`src/rtl/fwd_sb_pkg.sv`:
```
// Shared types and constants for the forwarding scoreboard.
// Holds the in-flight entry struct and the register-file select code.
package fwd_sb_pkg;

  localparam int REG_ADDR_W = 5;
  localparam int FWD_SEL_RF = 0;

  typedef struct packed {
    logic                  valid;
    logic [REG_ADDR_W-1:0] rd;
    logic                  regwrite;
    logic                  isLoad;
  } fwdEntry_t;

endpackage

```
`src/rtl/fwd_sb_match.sv`:
```
// Per-port priority matcher: youngest in-flight writer of addr wins.
// Ports: stages (entries), en/addr (source), sel (forward), notReady.
module fwd_sb_match
  import fwd_sb_pkg::*;
#(
  parameter int NUM_STAGES       = 3,
  parameter int LOAD_READY_STAGE = 2,
  parameter int SEL_W            = 2
) (
  input  fwdEntry_t [NUM_STAGES-1:0] stages,
  input  logic                       en,
  input  logic [REG_ADDR_W-1:0]      addr,
  output logic [SEL_W-1:0]           sel,
  output logic                       notReady
);

  logic hit;
  logic hitLoad;
  logic ready;
  int   hitIdx;

  // Scan oldest to youngest so the last hit kept is the youngest.
  always_comb begin
    hit     = 1'b0;
    hitLoad = 1'b0;
    hitIdx  = 0;
    for (int s = NUM_STAGES - 1; s >= 0; s--) begin
      if (en && stages[s].valid &&
          stages[s].regwrite &&
          (stages[s].rd != '0) &&
          (stages[s].rd == addr)) begin
        hit     = 1'b1;
        hitLoad = stages[s].isLoad;
        hitIdx  = s;
      end
    end
  end

  always_comb begin
    ready = hitLoad ? (hitIdx >= LOAD_READY_STAGE)
                    : (hitIdx >= 1);
    sel      = SEL_W'(FWD_SEL_RF);
    notReady = 1'b0;
    if (hit && ready) begin
      sel = SEL_W'(hitIdx + 1);
    end else if (hit) begin
      notReady = 1'b1;
    end
  end

endmodule

```
`src/rtl/forward_scoreboard.sv`:
```
// Forwarding scoreboard: tracks in-flight producers, picks bypass or stall.
// Optional stall counter enabled by macro FWD_SB_PERF_CNT_EN.
module forward_scoreboard
  import fwd_sb_pkg::*;
#(
  parameter int NUM_RD_PORTS     = 4,
  parameter int NUM_STAGES       = 3,
  parameter int LOAD_READY_STAGE = 2,
  localparam int SEL_W = $clog2(NUM_STAGES + 1)
) (
  input  logic                                 clk_i,
  input  logic                                 rst_i,
  input  logic                                 issue_valid_i,
  input  logic [REG_ADDR_W-1:0]                issue_rd_i,
  input  logic                                 issue_regwrite_i,
  input  logic                                 issue_is_load_i,
  input  logic [NUM_RD_PORTS*REG_ADDR_W-1:0]   rs_addr_i,
  input  logic [NUM_RD_PORTS-1:0]              rs_en_i,
  input  logic                                 flush_i,
  output logic [NUM_RD_PORTS*SEL_W-1:0]        fwd_sel_o,
  output logic                                 stall_o,
  output logic [15:0]                          stall_cnt_o
);

  fwdEntry_t [NUM_STAGES-1:0] stages;
  fwdEntry_t                  issueEntry;
  logic [NUM_RD_PORTS-1:0]    notReady;
  logic                       doIssue;

  for (genvar p = 0; p < NUM_RD_PORTS; p++) begin : gPort
    fwd_sb_match #(
      .NUM_STAGES       (NUM_STAGES),
      .LOAD_READY_STAGE (LOAD_READY_STAGE),
      .SEL_W            (SEL_W)
    ) uMatch (
      .stages   (stages),
      .en       (rs_en_i[p]),
      .addr     (rs_addr_i[p*REG_ADDR_W +: REG_ADDR_W]),
      .sel      (fwd_sel_o[p*SEL_W +: SEL_W]),
      .notReady (notReady[p])
    );
  end

  assign stall_o = issue_valid_i & (|notReady);

  // Flush beats stall: a flushed slot always becomes a bubble.
  assign doIssue = issue_valid_i & ~stall_o & ~flush_i;

  always_comb begin
    issueEntry          = '0;
    issueEntry.valid    = 1'b1;
    issueEntry.rd       = issue_rd_i;
    issueEntry.regwrite = issue_regwrite_i;
    issueEntry.isLoad   = issue_is_load_i;
  end

  always_ff @(posedge clk_i or negedge rst_i) begin
    if (!rst_i) begin
      stages <= '0;
    end else begin
      stages[0] <= doIssue ? issueEntry : '0;
      for (int s = 1; s < NUM_STAGES; s++) begin
        stages[s] <= stages[s-1];
      end
    end
  end

`ifdef FWD_SB_PERF_CNT_EN
  logic [15:0] stallCnt;

  always_ff @(posedge clk_i or negedge rst_i) begin
    if (!rst_i) begin
      stallCnt <= '0;
    end else if (stall_o && !flush_i &&
                 (stallCnt != 16'hFFFF)) begin
      stallCnt <= stallCnt + 16'd1;
    end
  end

  assign stall_cnt_o = stallCnt;
`else
  assign stall_cnt_o = '0;
`endif

endmodule
```
`config.mk`:
```
export PLATFORM = sky130hd
export DESIGN_NAME = forward_scoreboard
export DESIGN_NICKNAME = d
export VERILOG_FILES = /design/src/rtl/fwd_sb_pkg.sv /design/src/rtl/fwd_sb_match.sv /design/src/rtl/forward_scoreboard.sv
export SDC_FILE = /design/constraint.sdc
export NUM_CORES = 1
export LEC_CHECK = 0
export BUFFER_PORTS_ARGS = -buffer_cell sky130_fd_sc_hd__buf_2
export CAP_MARGIN = 40
export CORE_MARGIN = 5
export CORE_UTILIZATION = 33
export DETAILED_ROUTE_END_ITERATION = 10
export PLACE_DENSITY = 0.59
export SETUP_SLACK_MARGIN = 0.1
export SLEW_MARGIN = 10
export SYNTH_ARGS = -nofsm -noshare
export SYNTH_HDL_FRONTEND = slang
export SYNTH_SLANG_ARGS = --single-unit
```
`constraint.sdc`:
```
create_clock -name clk_i -period 3.9 [get_ports clk_i]
set_input_delay 0.39 -clock clk_i [delete_from_list [all_inputs] [get_ports clk_i]]
set_output_delay 0.39 -clock clk_i [all_outputs]
set_load 0.1 [all_outputs]
```
* Yosys cells after proc, flatten, opt, wreduce, memory -nomap -nowiden
Cells that the tools add are included.
Operators by class: equality and inequality tests 12, shifts and indexed selects 0, bitwise operators 5, multiply operators 0, reductions and logical operators 56, divide/modulo/power cells 0, multiplexer cells 53, magnitude comparators 8, add/sub/neg operators 4
Operators by type and width (number):
- $eq 5x5->1 | 12
- $logic_and 1x1->1 | 52
- $mux 1 | 36
- $mux 2 | 16
- $reduce_bool 5->1 | 3
- $add 2x1->2 const B | 4
- $ge 2x1->1 const B | 4
- $ge 2x2->1 const B | 4
- $mux 8 | 1
- $reduce_or 4->1 | 1
- $and 1x1->1 | 3
- $not 1->1 | 2
Storage, ports and cells: input port bits 35, register bits 24, memory bits (writable) 0, memories 0, bits in read-only memories 0, latch bits 0

* Logic depth before layout (Yosys ltp)
Gate-level depths: netlist (run 1).
word-level depth 17, depth in mapped cells 15, gate-level depth less buffers 12

* Modules after synthesis
From an unflattened synthesis (run 1), not the netlist that was laid out.
Second synthesis, totals: cell total of the unflattened synthesis 277, area total of the unflattened synthesis 2541.2 um^2
Modules (own cells, without submodules):
- fwd_sb_match | area each 417.9 um^2, seq. area each 0.0 um^2, cells an instance 54, instances 4
- forward_scoreboard | area each 869.6 um^2, seq. area each 600.6 um^2, cells an instance 61, instances 1

* Worst setup path before layout (run 1)
OpenSTA, ideal clock, no wires.
path type register -> output, start point reg, netlist name stages[12], end point out fwd_sel_o[3], data required time 3510 ps, setup slack -718 ps, data arrival time 4228 ps, stages on the path, launching flop included 9, path buffers 1, cells stage by stage dfrtp_1 clkbuf_1 or4_4 nor2_1 or4_2 mux2i_1 mux2i_1 and2_1 a211oi_1
Between the ends: longest elaborated chain between the ends 9, elaborated cells between the ends (all ways) 16
Ends and longest elaborated chain:
- $reduce_bool 5->1 | line fwd_sb_match.sv:30 | (stages[s].rd != '0) &&
- $logic_and 1x1->1 | line fwd_sb_match.sv:29 | stages[s].regwrite &&
- $logic_and 1x1->1 (*) | line fwd_sb_match.sv:30
- $mux 2 (2 in a row) | line fwd_sb_match.sv:28 | if (en && stages[s].valid &&
- $ge 2x1->1 / $ge 2x2->1 (equally long branches) | line fwd_sb_match.sv:41, fwd_sb_match.sv:40
- $mux 1 | line fwd_sb_match.sv:40 | ready = hitLoad ? (hitIdx >= LOAD_READY_STAGE)
- $logic_and 1x1->1 | line fwd_sb_match.sv:44 | if (hit && ready) begin
- $mux 2 (*) | line fwd_sb_match.sv:44
- end: declaration | line forward_scoreboard.sv:20 | output logic [NUM_RD_PORTS*SEL_W-1:0] fwd_sel_o,
Every way passes the cells marked *; elsewhere a longest branch is shown, timed or not.

* Worst setup path in the final report (run 1)
start point reg, netlist name stages[19], end point out stall_o
Between the ends: longest elaborated chain between the ends 12, elaborated cells between the ends (all ways) 75
Ends and longest elaborated chain:
- $reduce_bool 5->1 | line fwd_sb_match.sv:30
- $logic_and 1x1->1 | line fwd_sb_match.sv:29
- $logic_and 1x1->1 | line fwd_sb_match.sv:30
- $mux 2 (3 in a row) | line fwd_sb_match.sv:28
- $ge 2x1->1 / $ge 2x2->1 (equally long branches) | line fwd_sb_match.sv:41, fwd_sb_match.sv:40
- $mux 1 | line fwd_sb_match.sv:40
- $logic_and 1x1->1 | line fwd_sb_match.sv:44
- $mux 1 | line fwd_sb_match.sv:44
- $reduce_or 4->1 (*) | line forward_scoreboard.sv:44 | assign stall_o = issue_valid_i & (|notReady);
- $and 1x1->1 (*) | line forward_scoreboard.sv:44
- end: declaration | line forward_scoreboard.sv:21 | output logic stall_o,
Marked as above.

==> metrics.log, run 1 <==
INFO  metric synth.yosys.warnings = 0
INFO  metric synth_async_reset_ratio = 100.0%
INFO  metric layoutNonFillerInstCount = about 420
INFO  metric place_worst_setup_slack = -0.08656 ns
INFO  metric drc_errors = 0
INFO  metric powerDensity = ~240 nW/µm²
INFO  metric detail_route.vias_per_cell = 4.859
INFO  metric hp-class = in -> async
INFO  metric dp_hpwl = around 4900 µm
INFO  metric dpl.cell_count = slightly above 400
INFO  metric synth_sequential_area_ratio = a little over a quarter
INFO  metric timing.hold.ws = ~0.086 ns
INFO  metric total_power = 0.6966 mW
INFO  metric floorplan.initialDensity = between 30% and 40%
INFO  metric synth.distinct_cells = 47
INFO  metric tightestPinTransition = ~0.54 ns
INFO  metric timing.critical_path.from_type = flip-flop
INFO  metric timing.final.hold_violations = 0
INFO  metric multiplexer_area_fraction_after_synthesis = around 2.6%
INFO  metric post_cts_clock_slew_at_the_launch_and_capture_registers_of_the_worst_setup_and_hold_paths = roughly 0.090 ns
INFO  metric max_freq = 248.6 MHz
INFO  metric firstDrtPassIters = 4
INFO  metric synthToLayoutAreaGrowth = 27.25%
INFO  metric clock-skew-final = 0.006507 ns
INFO  metric critPathSlowestCell = sky130_fd_sc_hd__or4_4
INFO  metric detailedRoute.firstIterationViolations = between 100 and 150
INFO  metric largest_reg_flops = 24
INFO  metric worst_ir_drop_vdd = 240.6 µV
INFO  metric post_synth_fa_ha_maj_area_fraction = between 3 and 4%
INFO  metric place_area = about 2700 µm²
INFO  metric worst_rel_slew_slack = about 64%
INFO  metric antenna-diode-count = 0
INFO  metric critPathRequiredTime = 3.51 ns
INFO  metric synthesis.area_per_instance = 8.613 µm²
INFO  metric synth-simple-area-share = around 24%
INFO  metric number_of_buffers_added_by_the_clock_tree_synthesis_step = 3
INFO  metric wl_per_cell = around 14 µm
INFO  metric drt_wl_total = 6050 µm
INFO  metric design.core.area = slightly below 7000 µm²
INFO  metric layout.nets = 364
INFO  metric cts_max_path_buffers = 2
INFO  metric numClockSinks = 24
INFO  metric synth_flop_cell = sky130_fd_sc_hd__dfrtp_1
INFO  metric first_pass_grt_wire_length = approximately 9600 µm
INFO  metric crit_path_max_fanout = 5
INFO  metric antenna_found_initial = 0
INFO  metric num_vias = just over 2000
INFO  metric postLayoutCoreUtil = a little over two fifths
INFO  metric report.final.setup_viol = 1
INFO  metric synth-edff-count = 0
INFO  metric gp_congestion = 0.8517
INFO  metric reg_top3 = stages (24)
INFO  metric place.port_buffers = 43
INFO  metric die_y = about 93 µm
INFO  metric largest_register = stages
INFO  metric synthesized_area_fraction_occupied_by_ao_oa_aoi_and_oai_cells = roughly 8%
INFO  metric post-route-worst-setup-slack = -0.1218 ns
INFO  metric max_cap_viol_count = 0
INFO  metric cts_hold_buffers = 0
INFO  metric static-leakage-power = about 1.3 nW
INFO  metric post-synth-top-area-cell = sky130_fd_sc_hd__dfrtp_1
INFO  metric grt_pass1_vias = ~2000
INFO  metric summed_negative_setup_slack_over_all_endpoints = -0.1218 ns
INFO  metric design.portCount = 60
INFO  metric synth.area.top_cells = sky130_fd_sc_hd__dfrtp_1 26%, sky130_fd_sc_hd__xnor2_1 16%, sky130_fd_sc_hd__xor2_1 6.5%, sky130_fd_sc_hd__buf_4 6.2%, sky130_fd_sc_hd__nand2_1 3.9%
INFO  metric synth_top_area_share = 26.22%
INFO  metric finalCritPeriodShare = 103.1%
INFO  metric violations = setup timing
INFO  metric global_route.overflow_total = 0
INFO  metric synth_seq_cells = 24
INFO  metric fp.dieArea = between 8000 and 9000 µm²
INFO  metric die_width = a little over 90 µm
INFO  metric cts.htree.levels = 1
INFO  metric cts_root_buf = sky130_fd_sc_hd__clkbuf_8
INFO  metric crit_path_max_incr_delay = 0.50 ns
INFO  metric synth.most_common_cell = sky130_fd_sc_hd__xnor2_1
INFO  metric layout-drive-gt1-share = between 30 and 40%
INFO  metric run_status = complete, but fails checks
INFO  metric path_cells = or4_1 -> o211ai_2 -> or3_1 -> or3_4 -> ha_4 -> and4b_1 -> o21ai_1 -> nor3_1 -> o31ai_1 -> o22ai_1 -> or4_4 -> and2_4 -> buf_12
INFO  metric timing_worst_setup_path_type = reg -> out
INFO  metric worst_setup_path_end_kind = output port
INFO  metric synthTopCellsByCount = 43 x sky130_fd_sc_hd__xnor2_1, 24 x sky130_fd_sc_hd__dfrtp_1, 24 x sky130_fd_sc_hd__nand2_1, 19 x sky130_fd_sc_hd__buf_4, 17 x sky130_fd_sc_hd__xor2_1
INFO  metric ant_nets = 0
INFO  metric arrival = approximately 3.6 ns
INFO  metric grt_start_max_net_pins = 25
INFO  metric final.min_clock_period = 4.022 ns
INFO  metric gr-usage-all-layers = ~14%
INFO  metric rows = 30
INFO  metric synth_xor_area_share = between 20% and 30%
INFO  metric worstSkewPairLatency = 0.27 ns
INFO  metric synth_top_family_by_area = simple AND/OR/NAND/NOR gates
INFO  metric synth_area = 2291 µm²
INFO  metric synthesized_netlist_cell_count = ~270
INFO  metric stdcell_area = 2915 µm²
INFO  metric unrepaired_setup_endpoints_after_global_routing = true
INFO  metric tritoncts = yes
INFO  metric drv_slew = 0
-- cell usage in the layout, fill, tap and decap left out, types with 5 or more instances in the layout --
master	synthesis	final
sky130_fd_sc_hd__buf_2	3	40
sky130_fd_sc_hd__nand3_1	6	5
sky130_fd_sc_hd__nand2_1	24	23
sky130_fd_sc_hd__mux2i_1	6	6
sky130_fd_sc_hd__dfrtp_2	0	6
sky130_fd_sc_hd__inv_1	11	10
sky130_fd_sc_hd__xnor2_1	43	43
sky130_fd_sc_hd__xor2_1	17	17
sky130_fd_sc_hd__conb_1	1	16
sky130_fd_sc_hd__nor2_1	15	13
sky130_fd_sc_hd__dfrtp_1	24	18
sky130_fd_sc_hd__nor3_1	8	5
sky130_fd_sc_hd__buf_4	19	29
sky130_fd_sc_hd__nand4_1	9	9
-- cell type report --
class	instances	area [µm²]
Tap cell	96	120.1
Clock inverter	1	30.03
Timing Repair Buffer	73	489.2
Multi-Input combinational cell	210	1585
Clock buffer	3	41.29
Fill cell	671	3879
Inverter	11	41.29
Sequential cell	24	608.1
-- power breakdown --
part           internal, mW  total [mW]  switching [mW]  leakage, nW
registers             0.259       0.274          0.0153        0.312
logic                0.0651       0.202           0.136        0.965
clock network         0.137       0.221          0.0834       0.0357
total                 0.461       0.697           0.235         1.31
-- layer usage --
metal | GRT usage [%] | up-vias | routed length, µm
met2 | 23.76 | 59 | 3014
met1 | 18.19 | 981 | 2586
met5 | 0 | - | 0
met4 | 3.419 | 0 | 59
li1 | - | 985 | -
met3 | 2.253 | 6 | 389
-- timing repair --
item                       4_1_cts  5_1_grt
setup endpoints to repair        3        3
pin swaps                       11        5
gates cloned                     0        0
gates resized for setup         23       19
setup buffers                    4        0
-- worst max-delay path, delay by kind of cell (launching register included) --
family | cells | cell delay (ns)
fa+ha+maj | 1 | 0.17
simple gates | 7 | 1.92
buf+inv | 1 | 0.16
flops | 1 | 0.46
compound gates | 4 | 0.64
-- path summary, 6_finish.rpt --
check | end | start | slack [ns] | cells after the start
max | stall_o | stages[19] | -0.12 | 13
min | stages[4] | rst_i | 0.09 | 1
max reg2reg | stages[6] | stages[19] | 0.52 | 13
min reg2reg | stages[15] | stages[7] | 0.46 | 0
max in group asynchronous | stages[18] | rst_i | 3.43 | 1
min in group clk_i | stages[5] | issue_rd_i[3] | 0.31 | 3
-- logic make-up after synthesis --
logic type	Yosys count
xor gates and xnor gates	60
adders and majority gates	6
other	1
buffers and inverters	47
AOI/OAI and AO/OA	24
DFF	24
and+or+nand+nor	98
muxes	6
No activity file was read; power rests on OpenSTA's default activity.
==> inputs of run 2 (changes only) <==
SETUP_SLACK_MARGIN = 0.15   (was 0.1)
==> run 2 against run 1 <==
Clock power about the same; design area decreased by 0.21%; clock skew barely moved; global-route usage unchanged; worst hold slack is essentially flat; combinational power barely moved; the flow still finishes with violations (setup timing); first-iteration DRC count shrank 19%.
==> metrics.log, run 2 (synthesis results as in run 1) <==
INFO  metric met3_wirelength = 335 µm
INFO  metric routed-wl-met2 = approximately 3000 µm
INFO  metric gp_congestion = about 0.85
INFO  metric cts_max_path_buffers = 2
INFO  metric wl_per_cell = 14.49 µm
INFO  metric layoutNonFillerInstCount = about 420
INFO  metric cts_root_buf = sky130_fd_sc_hd__clkbuf_8
INFO  metric drt_wl_total = around 6100 µm
INFO  metric first_pass_grt_wire_length = approximately 9600 µm
INFO  metric post_cts_clock_slew_at_the_launch_and_capture_registers_of_the_worst_setup_and_hold_paths = around 0.090 ns
INFO  metric worst_rel_slew_slack = roughly 64%
INFO  metric stdcell_area = ~2900 µm²
INFO  metric reg_top3 = stages (24)
INFO  metric finalCritPeriodShare = 103.2%
INFO  metric tightestPinTransition = around 0.54 ns
INFO  metric die_width = ~93 µm
INFO  metric place.port_buffers = between 40 and 50
INFO  metric firstDrtPassIters = 4
INFO  metric timing_worst_setup_path_type = reg -> out
INFO  metric die_y = 93.32 µm
INFO  metric critPathRequiredTime = between 3 and 4 ns
INFO  metric drc_errors = 0
INFO  metric fp.dieArea = just under 9000 µm²
INFO  metric worst_ir_drop_vdd = 240.7 µV
INFO  metric detailedRoute.firstIterationViolations = 94
INFO  metric layout-drive-gt1-share = a little under two fifths
INFO  metric report.final.setup_viol = 1
INFO  metric static-leakage-power = ~1.3 nW
INFO  metric summed_negative_setup_slack_over_all_endpoints = -0.1246 ns
INFO  metric highest-signal-layer = met4
INFO  metric clock-skew-final = 0.006412 ns
INFO  metric largest_reg_flops = 24
INFO  metric final.min_clock_period = just over 4 ns
INFO  metric ant_nets = 0
INFO  metric synthToLayoutAreaGrowth = 26.98%
INFO  metric crit_path_max_incr_delay = ~0.50 ns
INFO  metric post-route-worst-setup-slack = -0.1246 ns
INFO  metric cpLargestDelayFamily = simple AND/OR/NAND/NOR gates
INFO  metric path_cells = or4_1 -> o211ai_2 -> or3_1 -> or3_4 -> ha_4 -> and4b_1 -> o21ai_1 -> nor3_1 -> o31ai_1 -> o22ai_1 -> or4_4 -> and2_4 -> buf_12
INFO  metric critical_path.n_buffers_inverters = 1
INFO  metric tritoncts = yes
INFO  metric grt_start_max_net_pins = 25
INFO  metric gr-usage-all-layers = between 10 and 15%
INFO  metric timing.final.hold_violations = 0
INFO  metric grt_pass1_vias = just over 2000
INFO  metric floorplan.initialDensity = approximately 34%
INFO  metric max_cap_viol_count = 0
INFO  metric layout.nets = 364
INFO  metric rows = 30
INFO  metric antenna-diode-count = 0
INFO  metric detail_route.vias_per_cell = around 4.9
INFO  metric dpl.cell_count = 410
INFO  metric drv_slew = 0
INFO  metric total_power = between 0.6 and 0.7 mW
INFO  metric antenna_found_initial = 0
INFO  metric dp_hpwl = about 5000 µm
INFO  metric place_worst_setup_slack = -0.08656 ns
INFO  metric hp-class = in -> async
INFO  metric largest_register = stages
INFO  metric design.portCount = 60
INFO  metric design.core.area = 6794 µm²
INFO  metric numClockSinks = 24
INFO  metric layout.cells.most_common = sky130_fd_sc_hd__xnor2_1
INFO  metric unrepaired_setup_endpoints_after_global_routing = true
INFO  metric arrival = 3.63 ns
INFO  metric violations = setup timing
INFO  metric powerDensity = around 240 nW/µm²
INFO  metric place_area = between 2000 and 3000 µm²
INFO  metric cts_hold_buffers = 0
INFO  metric timing.critical_path.from_type = flip-flop
INFO  metric global_route.overflow_total = 0
INFO  metric critPathSlowestCell = sky130_fd_sc_hd__or4_4
INFO  metric crit_path_max_fanout = 5
INFO  metric drt-met1-wl = about 2700 µm
INFO  metric worstSkewPairLatency = 0.27 ns
INFO  metric cts.htree.levels = 1
INFO  metric num_vias = ~2000
INFO  metric max_freq = 248.5 MHz
INFO  metric most_frequent_cells_in_the_layout = 43 x sky130_fd_sc_hd__xnor2_1, 39 x sky130_fd_sc_hd__buf_2, 29 x sky130_fd_sc_hd__buf_4, 23 x sky130_fd_sc_hd__nand2_1, 18 x sky130_fd_sc_hd__dfrtp_1
INFO  metric run_status = complete, but fails checks
INFO  metric number_of_buffers_added_by_the_clock_tree_synthesis_step = 3
INFO  metric worst_setup_path_end_kind = output port
-- run 2: cell types whose count changed in the layout (fill, tap and decap cells not counted), sizes merged --
cell    change
clkbuf      +1
buf         -1
-- run 2: cell type report --
class | instances | area (µm²)
fill | 670 | 3885
multi-input combinational | 210 | 1585
sequential | 24 | 608.1
timing repair buffer | 73 | 483.0
tap | 96 | 120.1
clock buffer | 3 | 41.29
inverter | 11 | 41.29
clock inverter | 1 | 30.03
-- run 2: worst register-to-register path: cells and delay by family (launching register included) --
kind            cells  cell delay (ns)
simple gates        7             1.88
compound gates      4             0.65
flops               1             0.46
buf+inv             1             0.18
fa+ha+maj           1             0.17
-- run 2: final timing paths --
check / depth (start not counted) / start / endpoint / slack (ns)
max: 13 / stages[19] / stall_o / -0.12
min: 1 / rst_i / stages[4] / 0.09
max reg2reg: 13 / stages[19] / stages[6] / 0.51
min reg2reg: 0 / stages[7] / stages[15] / 0.46
max in group asynchronous: 1 / rst_i / stages[18] / 3.43
min in group clk_i: 3 / issue_rd_i[3] / stages[5] / 0.31
-- run 2: metrics by stage --
step | utilization [%] | hold slack (ns)
2_1_floorplan | - | 0.09441
3_3_place_gp | 39.12 | 0.3960
3_5_place_dp | 39.12 | 0.4030
4_1_cts | 41.90 | 0.1028
5_1_grt | 42.82 | 0.1354
6_report | 42.82 | 0.08630
-- run 2: routing by layer --
| layer | track usage [%] | up-vias |
|---|---|---|
| met2 | 23.76 | 50 |
| li1 | - | 988 |
| met3 | 2.253 | 6 |
| met1 | 18.19 | 987 |
| met4 | 3.419 | 0 |
| met5 | 0 | - |
-- run 2: what timing repair did --
action | CTS | global route
hold endpoints to repair | 0 | 0
endpoints found under the setup margin | 3 | 3
setup buffers | 4 | 0
pin swaps | 11 | 6
resized for setup | 26 | 15
-- run 2: power breakdown --
| group | switching (mW) | internal (mW) |
|---|---|---|
| logic | 0.136 | 0.0651 |
| clock network | 0.0835 | 0.137 |
| registers | 0.0153 | 0.259 |
| total | 0.235 | 0.461 |
==> inputs of run 3 (changes only) <==
CORE_UTILIZATION = 54   (was 33)
PLACE_DENSITY = 0.84   (was 0.59)
clock period = 4.4 ns   (was 3.9 ns; I/O delays follow)
==> run 3 against run 2 <==
The run now ends clean; register-to-register slack better by 0.42 ns; via count down 4.0%; clock skew decreased by 0.0020 ns; sequential share of layout area is 2.3 points higher; critical endpoint unchanged.
==> metrics.log, run 3 (synthesis results as in run 1) <==
INFO  metric crit_path_max_fanout = 4
INFO  metric critical-path-top-cell-by-count = sky130_fd_sc_hd__or4_4
INFO  metric dp_hpwl = approximately 4500 µm
INFO  metric register_area = 613.1 µm²
INFO  metric tightestPinTransition = 0.6113 ns
INFO  metric antenna-diode-count = 0
INFO  metric rows = 23
INFO  metric timing.final.hold_violations = 0
INFO  metric design.core.area = between 4000 and 5000 µm²
INFO  metric powerDensity = approximately 230 nW/µm²
INFO  metric number_of_buffers_added_by_the_clock_tree_synthesis_step = 3
INFO  metric synthToLayoutAreaGrowth = 15.13%
INFO  metric cts_root_buf = sky130_fd_sc_hd__clkbuf_8
INFO  metric die_width = approximately 75 µm
INFO  metric global_route.overflow_total = 0
INFO  metric crit_path_max_incr_delay = 0.57 ns
INFO  metric timing_worst_setup_path_type = reg -> out
INFO  metric critPathSlowestCell = sky130_fd_sc_hd__or4_4
INFO  metric final.min_clock_period = between 4 and 5 ns
INFO  metric gr-usage-all-layers = between 20 and 25%
INFO  metric fp.dieArea = approximately 5600 µm²
INFO  metric first_pass_grt_wire_length = between 8000 and 9000 µm
INFO  metric timing.critical_path.from_type = flip-flop
INFO  metric detail_route.vias_per_cell = 5.490
INFO  metric unrepaired_setup_endpoints_after_global_routing = false
INFO  metric cts.htree.levels = 1
INFO  metric total_power = 0.6093 mW
INFO  metric gp_congestion = 0.9731
INFO  metric path_cells = or4_4 -> o211ai_4 -> nand4b_1 -> nor2b_4 -> nand2_1 -> ha_1 -> nor2_1 -> nor3b_1 -> or4_1 -> or4_4 -> and2_4 -> buf_8
INFO  metric grt_most_used_layer = met2
INFO  metric met3_usage = under 10%
INFO  metric numClockSinks = 24
INFO  metric clock-skew-final = between 0.004 and 0.005 ns
INFO  metric design.portCount = 60
INFO  metric worstReg2RegEnd = stages[5]
INFO  metric floorplan.initialDensity = 56.46%
INFO  metric largest_reg_flops = 24
INFO  metric ant_nets = 0
INFO  metric max_freq = 239.6 MHz
INFO  metric cts_hold_buffers = 0
INFO  metric cpLargestDelayFamily = simple AND/OR/NAND/NOR gates
INFO  metric firstDrtPassIters = 4
INFO  metric most_frequent_cells_in_the_layout = 43 x sky130_fd_sc_hd__xnor2_1, 42 x sky130_fd_sc_hd__buf_2, 24 x sky130_fd_sc_hd__nand2_1, 17 x sky130_fd_sc_hd__xor2_1, 16 x sky130_fd_sc_hd__conb_1
INFO  metric postLayoutCoreUtil = between 60% and 70%
INFO  metric layout-drive-gt1-share = 30.82%
INFO  metric run_status = completed
INFO  metric cts_max_path_buffers = 2
INFO  metric finalCritPeriodShare = 94.84%
INFO  metric r2r_worst_path_depth = 12
INFO  metric static-leakage-power = between 1 and 1.5 nW
INFO  metric setup.worst_path.start = stages[11]
INFO  metric summed_negative_setup_slack_over_all_endpoints = 0 ns
INFO  metric arrival = 3.73 ns
INFO  metric reg2reg_setup_slack = between 0.9 and 1 ns
INFO  metric layout.nets = between 300 and 400
INFO  metric antenna_found_initial = 0
INFO  metric die_y = around 75 µm
INFO  metric num_vias = between 1500 and 2000
INFO  metric max_cap_viol_count = 0
INFO  metric grt_start_max_net_pins = 25
INFO  metric detailedRoute.firstIterationViolations = about 140
INFO  metric drt_wl_total = between 5000 and 6000 µm
INFO  metric place.port_buffers = 43
INFO  metric reg_top3 = stages (24)
INFO  metric timing.hold.ws = between 0.1 and 0.15 ns
INFO  metric critical_path.n_buffers_inverters = 1
INFO  metric drv_slew = 0
INFO  metric tritoncts = yes
INFO  metric worst_setup_path_end_kind = output port
INFO  metric post_cts_clock_slew_at_the_launch_and_capture_registers_of_the_worst_setup_and_hold_paths = about 0.09 ns
INFO  metric rr_startpoint = stages[11]
INFO  metric grt_util_met1 = between 20% and 30%
INFO  metric crit_path_end = stall_o
INFO  metric worst_rel_slew_slack = 58.87%
INFO  metric multiInputGateArea = about 1500 µm²
INFO  metric use_met2 = a little under two fifths
INFO  metric layout.cells.most_common = sky130_fd_sc_hd__xnor2_1
INFO  metric grt_pass1_vias = 1955
INFO  metric worstSkewPairLatency = 0.27 ns
INFO  metric path_depth = 12
INFO  metric worst_ir_drop_vdd = 219.8 µV
INFO  metric final.fill_count = approximately 320
INFO  metric wl_per_cell = roughly 16 µm
INFO  metric critPathRequiredTime = between 3 and 4 ns
INFO  metric report.final.setup_viol = 0
INFO  metric hp-class = in -> async
INFO  metric largest_register = stages
INFO  metric drc_errors = 0
## run 3: cell types whose count changed in the layout (fill, tap and decap cells not counted), moves of 2 or more
cell,delta
sky130_fd_sc_hd__nor2b_2,-2
sky130_fd_sc_hd__nor3_2,-2
sky130_fd_sc_hd__nor4_1,+2
sky130_fd_sc_hd__buf_2,+3
sky130_fd_sc_hd__buf_6,-2
sky130_fd_sc_hd__buf_4,-16
sky130_fd_sc_hd__ha_1,+3
sky130_fd_sc_hd__dfrtp_1,-4
sky130_fd_sc_hd__ha_2,-3
sky130_fd_sc_hd__dfrtp_2,+4
sky130_fd_sc_hd__buf_12,-2
sky130_fd_sc_hd__nor3_1,+2
sky130_fd_sc_hd__nor4_2,-2
## run 3: final cells by class
cell class                 count  share of cell area [%]
clock inverter                 1                   1.139
tap                           50                   2.372
timing repair buffer          56                   12.24
inverter                      11                   1.565
sequential                    24                   23.24
multi-input combinational    210                   57.87
clock buffer                   3                   1.565
## run 3: timing repair
action                     in CTS  in global routing
pin swaps                       2                  2
setup buffers                   5                  2
resized for setup               9                 15
setup endpoints to repair       1                  1
## run 3: through the flow
step	cell area (µm²)	instances	setup slack, ns
2_1_floorplan	2359	281	0.3309
3_3_place_gp	2439	344	0.2421
3_5_place_dp	2439	344	0.1828
4_1_cts	2566	353	0.1553
5_1_grt	2638	355	0.1189
6_report	2638	355	0.2270
## run 3: how the worst min path moves through the flow
stage,from,end,cells after the start
3_3_place_gp,stages[1],stages[9],0
3_5_place_dp,rst_i,stages[5],1
5_1_grt,rst_i,stages[5],1
4_1_cts,rst_i,stages[18],1
6_report,rst_i,stages[13],1
2_1_floorplan,rst_i,stages[0],0
## run 3: report_power, final
part | switching [mW] | internal, mW
registers | 0.0149 | 0.230
clock network | 0.0714 | 0.122
logic | 0.119 | 0.0527
total | 0.205 | 0.404
## run 3: layer usage
layer,routed length (µm),share of wire [%]
met1,2274,40
met3,416,7.4
met4,63,1.1
met5,0,0
met2,2886,51
